[config.mk]
export PLATFORM = sky130hd
export DESIGN_NAME = fcounter_trim_ctrl
export DESIGN_NICKNAME = d
export VERILOG_FILES = /design/src/rtl/fcounter_trim_ctrl.sv
export SDC_FILE = /design/constraint.sdc
export NUM_CORES = 1
export LEC_CHECK = 0
export ABC_AREA = 1
export CELL_PAD_IN_SITES_DETAIL_PLACEMENT = 1
export CELL_PAD_IN_SITES_GLOBAL_PLACEMENT = 2
export CORE_MARGIN = 3
export CORE_UTILIZATION = 33
export CTS_CLUSTER_DIAMETER = 40
export CTS_CLUSTER_SIZE = 28
export DETAILED_ROUTE_END_ITERATION = 6
export GPL_ROUTABILITY_DRIVEN = 0
export PLACE_DENSITY = 0.92
export SYNTH_ARGS = -nofsm -noshare
export SYNTH_HDL_FRONTEND = slang
export SYNTH_SLANG_ARGS = --single-unit
export TNS_END_PERCENT = 10
[constraint.sdc]
create_clock -name clk -period 4.6 [get_ports clk]
set_input_delay 1.38 -clock clk [delete_from_list [all_inputs] [get_ports clk]]
set_output_delay 1.38 -clock clk [all_outputs]
set_load 0.01 [all_outputs]
[src/rtl/fcounter_trim_ctrl.sv]
`default_nettype none
// ============================================================================
// fcounter_trim_ctrl : SAR oscillator trim sequenced over the fcounter handshake
// Rev 1.0
// ============================================================================
module fcounter_trim_ctrl #(
  parameter int N        = 8,
  parameter int TRIM_W   = 6,
  parameter int WINDOW   = 320,
  parameter int TIMEOUT  = 1023,
  parameter int POLARITY = 0,
  parameter int TRIM_RST = 32
) (
  input  logic              clk,
  input  logic              rstb,
  input  logic              start,
  input  logic [N-1:0]      target,
  output logic              busy,
  output logic              done,
  output logic              error,
  output logic [TRIM_W-1:0] trim,
  output logic [N-1:0]      meas,
  output logic              fcounter_ce,
  output logic              fcounter_som,
  input  logic              fcounter_eom,
  input  logic              fcounter_rdy,
  input  logic [N-1:0]      fcounter_adata
);

  localparam int c_WCNT_W = $clog2(WINDOW + 1);
  localparam int c_TCNT_W = $clog2(TIMEOUT + 1);
  localparam int c_BIT_W  = (TRIM_W > 1) ? $clog2(TRIM_W) : 1;

  localparam logic [c_WCNT_W-1:0] c_WCNT_MAX  = {c_WCNT_W{1'b1}};
  localparam logic [c_WCNT_W-1:0] c_WCNT_LAST = c_WCNT_W'(WINDOW - 1);
  localparam logic [c_TCNT_W-1:0] c_TCNT_MAX  = {c_TCNT_W{1'b1}};
  localparam logic [c_TCNT_W-1:0] c_TCNT_LIM  = c_TCNT_W'(TIMEOUT);
  localparam logic [c_BIT_W-1:0]  c_BIT_TOP   = c_BIT_W'(TRIM_W - 1);
  localparam logic [TRIM_W-1:0]   c_TRIM_RST  = TRIM_W'(TRIM_RST);

  typedef enum logic [3:0] {
    S_IDLE      = 4'd0,
    S_SETBIT    = 4'd1,
    S_ARM       = 4'd2,
    S_START     = 4'd3,
    S_WAIT_BUSY = 4'd4,
    S_WINDOW    = 4'd5,
    S_STOP      = 4'd6,
    S_WAIT_EOM  = 4'd7,
    S_ACK       = 4'd8,
    S_DECIDE    = 4'd9
  } state_t;

  state_t              r_state;
  state_t              w_next;
  logic [c_BIT_W-1:0]  r_bit;
  logic [TRIM_W-1:0]   r_trim;
  logic [N-1:0]        r_meas;
  logic [N-1:0]        r_target;
  logic                r_busy;
  logic                r_done;
  logic                r_error;
  logic                r_som;
  logic                r_ce;
  logic [c_TCNT_W-1:0] r_tcnt;
  logic [c_WCNT_W-1:0] r_wcnt;

  logic w_accept;
  logic w_abort;
  logic w_finish;
  logic w_capture;
  logic w_timeout;
  logic w_clr_bit;

  assign w_timeout = (r_tcnt >= c_TCNT_LIM);

  // A probe that overshoots the target drops the bit; equality keeps it.
  assign w_clr_bit = (POLARITY == 0) ? (r_meas > r_target) : (r_meas < r_target);

  always_comb begin
    w_next    = r_state;
    w_accept  = 1'b0;
    w_abort   = 1'b0;
    w_finish  = 1'b0;
    w_capture = 1'b0;
    case (r_state)
      S_IDLE: begin
        if (start) begin
          w_accept = 1'b1;
          w_next   = S_SETBIT;
        end
      end
      S_SETBIT: begin
        if (fcounter_rdy)   w_next  = S_ARM;
        else if (w_timeout) w_abort = 1'b1;
      end
      S_ARM:   w_next = S_START;
      S_START: w_next = S_WAIT_BUSY;
      S_WAIT_BUSY: begin
        if (!fcounter_eom)  w_next  = S_WINDOW;
        else if (w_timeout) w_abort = 1'b1;
      end
      S_WINDOW: begin
        if (r_wcnt >= c_WCNT_LAST) w_next = S_STOP;
      end
      S_STOP: w_next = S_WAIT_EOM;
      S_WAIT_EOM: begin
        if (fcounter_eom) begin
          w_capture = 1'b1;
          w_next    = S_ACK;
        end else if (w_timeout) begin
          w_abort = 1'b1;
        end
      end
      S_ACK: w_next = S_DECIDE;
      S_DECIDE: begin
        if (r_bit == '0) begin
          w_finish = 1'b1;
          w_next   = S_IDLE;
        end else begin
          w_next = S_SETBIT;
        end
      end
      default: w_next = S_IDLE;
    endcase
    if (w_abort) w_next = S_IDLE;
  end

  always_ff @(posedge clk) begin
    if (!rstb) begin
      r_state  <= S_IDLE;
      r_bit    <= c_BIT_TOP;
      r_trim   <= c_TRIM_RST;
      r_meas   <= '0;
      r_target <= '0;
      r_busy   <= 1'b0;
      r_done   <= 1'b0;
      r_error  <= 1'b0;
      r_som    <= 1'b0;
      r_ce     <= 1'b0;
      r_tcnt   <= '0;
      r_wcnt   <= '0;
    end else begin
      r_state <= w_next;
      r_done  <= w_finish | w_abort;
      r_ce    <= (w_next == S_START) || (w_next == S_STOP) || (w_next == S_ACK);
      r_som   <= (w_next == S_ARM) || (w_next == S_START) || (w_next == S_WAIT_BUSY);

      if (w_next != r_state)      r_tcnt <= '0;
      else if (r_tcnt != c_TCNT_MAX) r_tcnt <= r_tcnt + c_TCNT_W'(1);

      // Gate time is measured from the start strobe, independent of WAIT_BUSY length.
      if (r_state == S_START)        r_wcnt <= c_WCNT_W'(1);
      else if (r_wcnt != c_WCNT_MAX) r_wcnt <= r_wcnt + c_WCNT_W'(1);

      if (w_accept) begin
        r_busy   <= 1'b1;
        r_error  <= 1'b0;
        r_target <= target;
        r_trim   <= '0;
        r_bit    <= c_BIT_TOP;
      end

      if (r_state == S_SETBIT) r_trim[r_bit] <= 1'b1;

      if (w_capture) r_meas <= fcounter_adata;

      if (r_state == S_DECIDE) begin
        if (w_clr_bit) r_trim[r_bit] <= 1'b0;
        if (r_bit != '0) r_bit <= r_bit - c_BIT_W'(1);
        if (w_finish)    r_busy <= 1'b0;
      end

      if (w_abort) begin
        r_trim  <= c_TRIM_RST;
        r_error <= 1'b1;
        r_busy  <= 1'b0;
        r_bit   <= c_BIT_TOP;
      end
    end
  end

  assign busy         = r_busy;
  assign done         = r_done;
  assign error        = r_error;
  assign trim         = r_trim;
  assign meas         = r_meas;
  assign fcounter_ce  = r_ce;
  assign fcounter_som = r_som;

endmodule
`default_nettype wire
==> run metrics <==
IO buf count 39; slew at the pin closest to its max-slew limit 970.2 ps; hold crit path type flop to flop; fmax roughly 340 MHz; Metal-1 WL 3.480 mm; Vias/cell roughly 5.0; Global Route Usage Sum between 15 and 20%; final setup vio count 0; Final Hold Slack roughly 470 ps; die height roughly 97 µm; setup TNS 0 ps; Peak VDD IR 0.1134 mV; total gr overflow 0; Sink Count 53; FILL cells 991; post-DP HPWL 5.459 mm; synthesized area per cell 7.423 µm²; met2 routed WL 3.431 mm; # rows 32; unrepaired setup endpoints after global routing false; # hold bufs at CTS 0; post-cts sizing count 0; Die Span X about 97 µm; DR WL/cell about 14 µm; DP Area roughly 0.0032 mm²; share of layout cells above drive strength 1 roughly 10%; CTS H-tree lvls 2; Die Area roughly 0.0095 mm²; first-pass GRT wire length around 12 mm; maximum root-to-sink buffer count 2; CTS Buf Count 5; maxcap violations 0; Final Hold Viols 0; router iterations before antenna repair 4; Final Max Slew Viols 0; final wirelength 7.187 mm; initial antenna violation count 0; Initial Util 34.74%; worst skew pair latency between 300 and 400 ps; Reg clk slew, reported paths 100 ps; Critical Path RT 4830 ps; period utilization ~65%; Core ar. 0.007928 mm²; Relative slew margins 34.64%; # DRC 0; largest cells by area after synthesis dfxtp_1 39%, nand2_1 10%, a21oi_1 6.4%; CP arrival 3200 ps; Post-CTS Setup Bufs 0; Inst Count DP 507; WL met3 218 µm; Iter 0 DRT Violations 51; Max FO, Critical Path 25; Leak 1.256 nW; antenna viol nets, final 0; uppermost layer routed met4; min Tclk post-route 2967 ps; area of the mapped netlist 0.002754 mm²; post-synth top area share 38.53%; total number of vias 2559; yosys warns 0; class of the most critical setup path primary input to flop; Post-Syn Nets ~410; diode count 0; Unique masters post-synth 30; Gate Count Post-Synth 371; Syn-to-layout area delta 21.67%; vias in the first global route 2642; NumNets Final 446; CTS tree built; status complete, no violations; top-level I/O count 40; sequential area share after synthesis 38.53%; CTS Root Cell clkbuf_8; number of synthesized register bits 53; Worst setup SP type primary input; PD cells 281.9 mW/mm²; largest net degree at the start of global routing 26; Yosys top cell by area dfxtp_1; post-route insts no fill 515; Clock Skew ~9 ps; crit end category flop; design area about 0.0034 mm²
[critical path: stages]
cell	delay, ps
clkdlybuf4s50_1	480
nand3_2	410
nand2_2	250
nor2_1	80
nand3_2	90
nand2_2	60
nand2_1	100
nand3_4	170
nor3_2	160
[through the flow]
stage	utilization [%]	setup WS (ps)	power (W)
after global routing	42.27	1450	0.0009989
after detailed placement	40.99	1309	0.0006612
after global placement	40.99	1386	0.0006560
after floorplan	-	2237	0.0006058
after CTS	42.27	1629	0.0009600
final	42.27	1633	0.0009445
[cells by family after synthesis]
logic type	after synthesis	share of synthesized area, %
compound gates	65	12.77
xor+xnor	9	2.862
fa+ha+maj	13	5.907
buf+inv	49	6.951
flops	53	38.53
simple gates	182	32.98
[area by class of cell]
| cell class | count | area, µm² | area share [%] |
|---|---|---|---|
| multi-input cells | 269 | 1501 | 44.81 |
| flip-flops and latches | 53 | 1061 | 31.67 |
| repair buffers | 40 | 397.9 | 11.87 |
| inverters | 43 | 161.4 | 4.817 |
| well taps | 102 | 127.6 | 3.809 |
| clock buffers | 7 | 96.34 | 2.875 |
| clock inverters | 1 | 5.005 | 0.1494 |
[cells in the final DEF, fill, tap and decap left out, drive strengths merged, types with 4 or more instances in the layout]
cell type / instances
clkdlybuf4s50: 39
clkbuf: 7
xnor2: 4
a21oi: 36
nand3: 33
ha: 13
nor2: 42
nand2: 82
nor3: 21
dfxtp: 53
o21ai: 22
xor2: 5
inv: 42
[cell usage after synthesis]
| cell | number |
|---|---|
| a31oi_1 | 2 |
| o22ai_1 | 2 |
| nor3_1 | 11 |
| xor2_1 | 5 |
| nand2_1 | 76 |
| inv_1 | 40 |
| nor3_2 | 10 |
| a21oi_4 | 1 |
| a21boi_1 | 1 |
| nand2_2 | 6 |
| clkinv_1 | 1 |
| dfxtp_1 | 53 |
| nor2_4 | 3 |
| o211ai_1 | 1 |
| nand4_1 | 2 |
| nor2_1 | 35 |
| inv_2 | 2 |
| a21oi_1 | 35 |
| clkbuf_1 | 5 |
| nand3_4 | 2 |
| xnor2_1 | 4 |
| a32o_1 | 1 |
| nor4_1 | 1 |
| nand3_2 | 5 |
| ha_1 | 13 |
| buf_6 | 1 |
| nor2_2 | 4 |
| and3_1 | 1 |
| o21ai_0 | 22 |
| nand3_1 | 26 |
[report_power, final]
part	total, W	switching (W)	leakage [nW]	internal [W]
Sequential	0.000491	0.0000133	0.431	0.000477
Clock	0.000295	0.000158	0.0542	0.000137
Combinational	0.000159	0.0000992	0.771	0.0000600
Total	0.000944	0.000271	1.26	0.000674
[state kept, by name, summed over array words and instances, names as in the netlist]
register / count
busy: 1
done: 1
error: 1
fcounter_ce: 1
fcounter_som: 1
meas: 8
r_bit: 3
r_state: 4
r_target: 8
r_tcnt: 10
r_wcnt: 9
trim: 6
[routing by layer]
metal  track usage [%]  up-vias
met2             27.02       36
li1                  -     1299
met1             20.26     1217
met4             3.195        0
met5                 0        -
met3             2.584        7
[final timing paths]
kind / start / to / slack (ps) / cells after the start
worst max-delay path: start / r_tcnt[8]$_SDFFE_PP0P_ / 1630 / 9
worst min-delay path: r_target[1]$_SDFFE_PN0P_ / r_target[1]$_SDFFE_PN0P_ / 470 / 2
worst max register to register: r_state[1]$_SDFF_PN0_ / r_tcnt[8]$_SDFFE_PP0P_ / 2330 / 9
worst min register to register: r_target[1]$_SDFFE_PN0P_ / r_target[1]$_SDFFE_PN0P_ / 470 / 2
(Power assumes the default switching activity.)
==> patch (same settings) <==
Change the parameter `N` from 8 to 9.
--- a/src/rtl/fcounter_trim_ctrl.sv
+++ b/src/rtl/fcounter_trim_ctrl.sv
@@ -5,5 +5,5 @@
 // ============================================================================
 module fcounter_trim_ctrl #(
-  parameter int N        = 8,
+  parameter int N        = 9,
   parameter int TRIM_W   = 6,
   parameter int WINDOW   = 320,
Interface: changed (resized fcounter_adata, meas and target); port bits go from 40 to 43. The function was not compared with the original's and may differ.
==> patch against the unedited design <==
  * Critical path depth decreased by 4
  * Power about the same
  * Final area increased by 1.6%
  * Routed wire length decreased by 5.9%
  * Combinational power decreased by 3%
  * Non-clock buffer count increased by 3
  * Worst setup slack got worse by 0.12 ns
  * Area after synthesis increased by 1.5%
  * Core utilization increased by 0.46 points
  * Sequential cell count increased by 2
  * Highest routed layer unchanged
==> patch: results (changes against the unedited design) <==
metric	value	unit	change
fillcell total	1023		was 991
commonest cells in the synthesized netlist	nand2_1, dfxtp_1, inv_1		unchanged
DR WL/cell	13.0	µm	was 14.0 µm
post-synthesis adder-cell area fraction	6.27	%	was 5.91%
Seq/Total Area, Yosys	39.4	%	was 38.5%
Via Count	2507		was 2559
family with the most delay on the worst path	buffers and inverters		was simple AND/OR/NAND/NOR gates
vias in the first global route	2467		was 2642
placed cell count	512		was 507
clock skew	0.0154	ns	was 0.00903 ns
Synth Instances	375		was 371
share of cells above drive strength 1	11.5	%	was 10.2%
largest cells by area after synthesis	dfxtp_1, nand2_1, a21oi_1		unchanged
compound-cell area share of the yosys netlist	16.8	%	was 12.8%
crit-path max FO	20		was 25
xor/xnor share of the synthesized area	2.51	%	was 2.86%
post-synthesis mux area share	0.403	%	was 0%
library cells used by synthesis	32		was 30
I/O Buffers	42		was 39
Worst path max stage delay	0.87	ns	was 0.48 ns
Leak Pwr	0.00130	µW	was 0.00126 µW
status	finished clean		unchanged
syn_nets	412		was 405
Hold WC Path Type	reg -> reg		unchanged
Peak VDD IR	0.139	mV	was 0.113 mV
worst hold path depth	2		unchanged
Final Non-Filler Cells	520		was 515
worst r2r path cells	12		was 9
GRT Util Overall	14.4	%	was 15.5%
slew margin rel.	57.8	%	was 34.6%
Layout Nets	454		was 446
HPWL Detailed	5.19	mm	was 5.46 mm
largest net degree at the start of global routing	27		was 26
[patch: cell count changes after synthesis, sizes merged, moves of 6 or more]
cell / delta
a21oi: +10
inv: +8
nand2: -13
nand3: -6
nor2: +8
nor3: -17
o21ai: +10
[patch: stage by stage]
stage / area, µm² / setup WS [ns]
2_1_floorplan: 2800 / 2.23
3_3_place_gp: 3310 / 1.31
3_5_place_dp: 3310 / 1.18
4_1_cts: 3400 / 1.50
5_1_grt: 3400 / 1.42
6_report: 3400 / 1.52
[patch: per-layer routing]
metal	global-route usage [%]	vias to the layer above	routed length, µm
met5	0	-	0
met4	3.83	0	86
met3	2.71	7	233
met2	23.2	35	3110
met1	19.8	1161	3330
li1	-	1304	-
[patch: cell type report]
| cell class | count | area (µm²) | share of cell area (%) |
|---|---|---|---|
| multi-input cells | 262 | 1470 | 43.1 |
| flip-flops and latches | 55 | 1100 | 32.3 |
| repair buffers | 43 | 428 | 12.6 |
| inverters | 50 | 188 | 5.51 |
| well taps | 102 | 128 | 3.75 |
| clock buffers | 5 | 68.8 | 2.02 |
| clock inverters | 3 | 23.8 | 0.698 |
[patch: worst paths after layout]
path / start / end / slack, ns
setup / recovery: rstb / r_wcnt[2]$_SDFFE_PP0P_ / 1.52
hold / removal: r_wcnt[4]$_SDFFE_PP0P_ / r_wcnt[4]$_SDFFE_PP0P_ / 0.46
hold reg to reg: r_wcnt[4]$_SDFFE_PP0P_ / r_wcnt[4]$_SDFFE_PP0P_ / 0.46
setup reg to reg: r_state[1]$_SDFF_PN0_ / r_tcnt[2]$_SDFFE_PP0P_ / 2.53
[patch: report_power, final]
group / switching [µW] / total, µW / leakage (µW) / internal [µW]
combinational: 92.7 / 154 / 0.000811 / 61.5
clock: 171 / 280 / 0.0000408 / 109
sequential: 13.8 / 509 / 0.000447 / 496
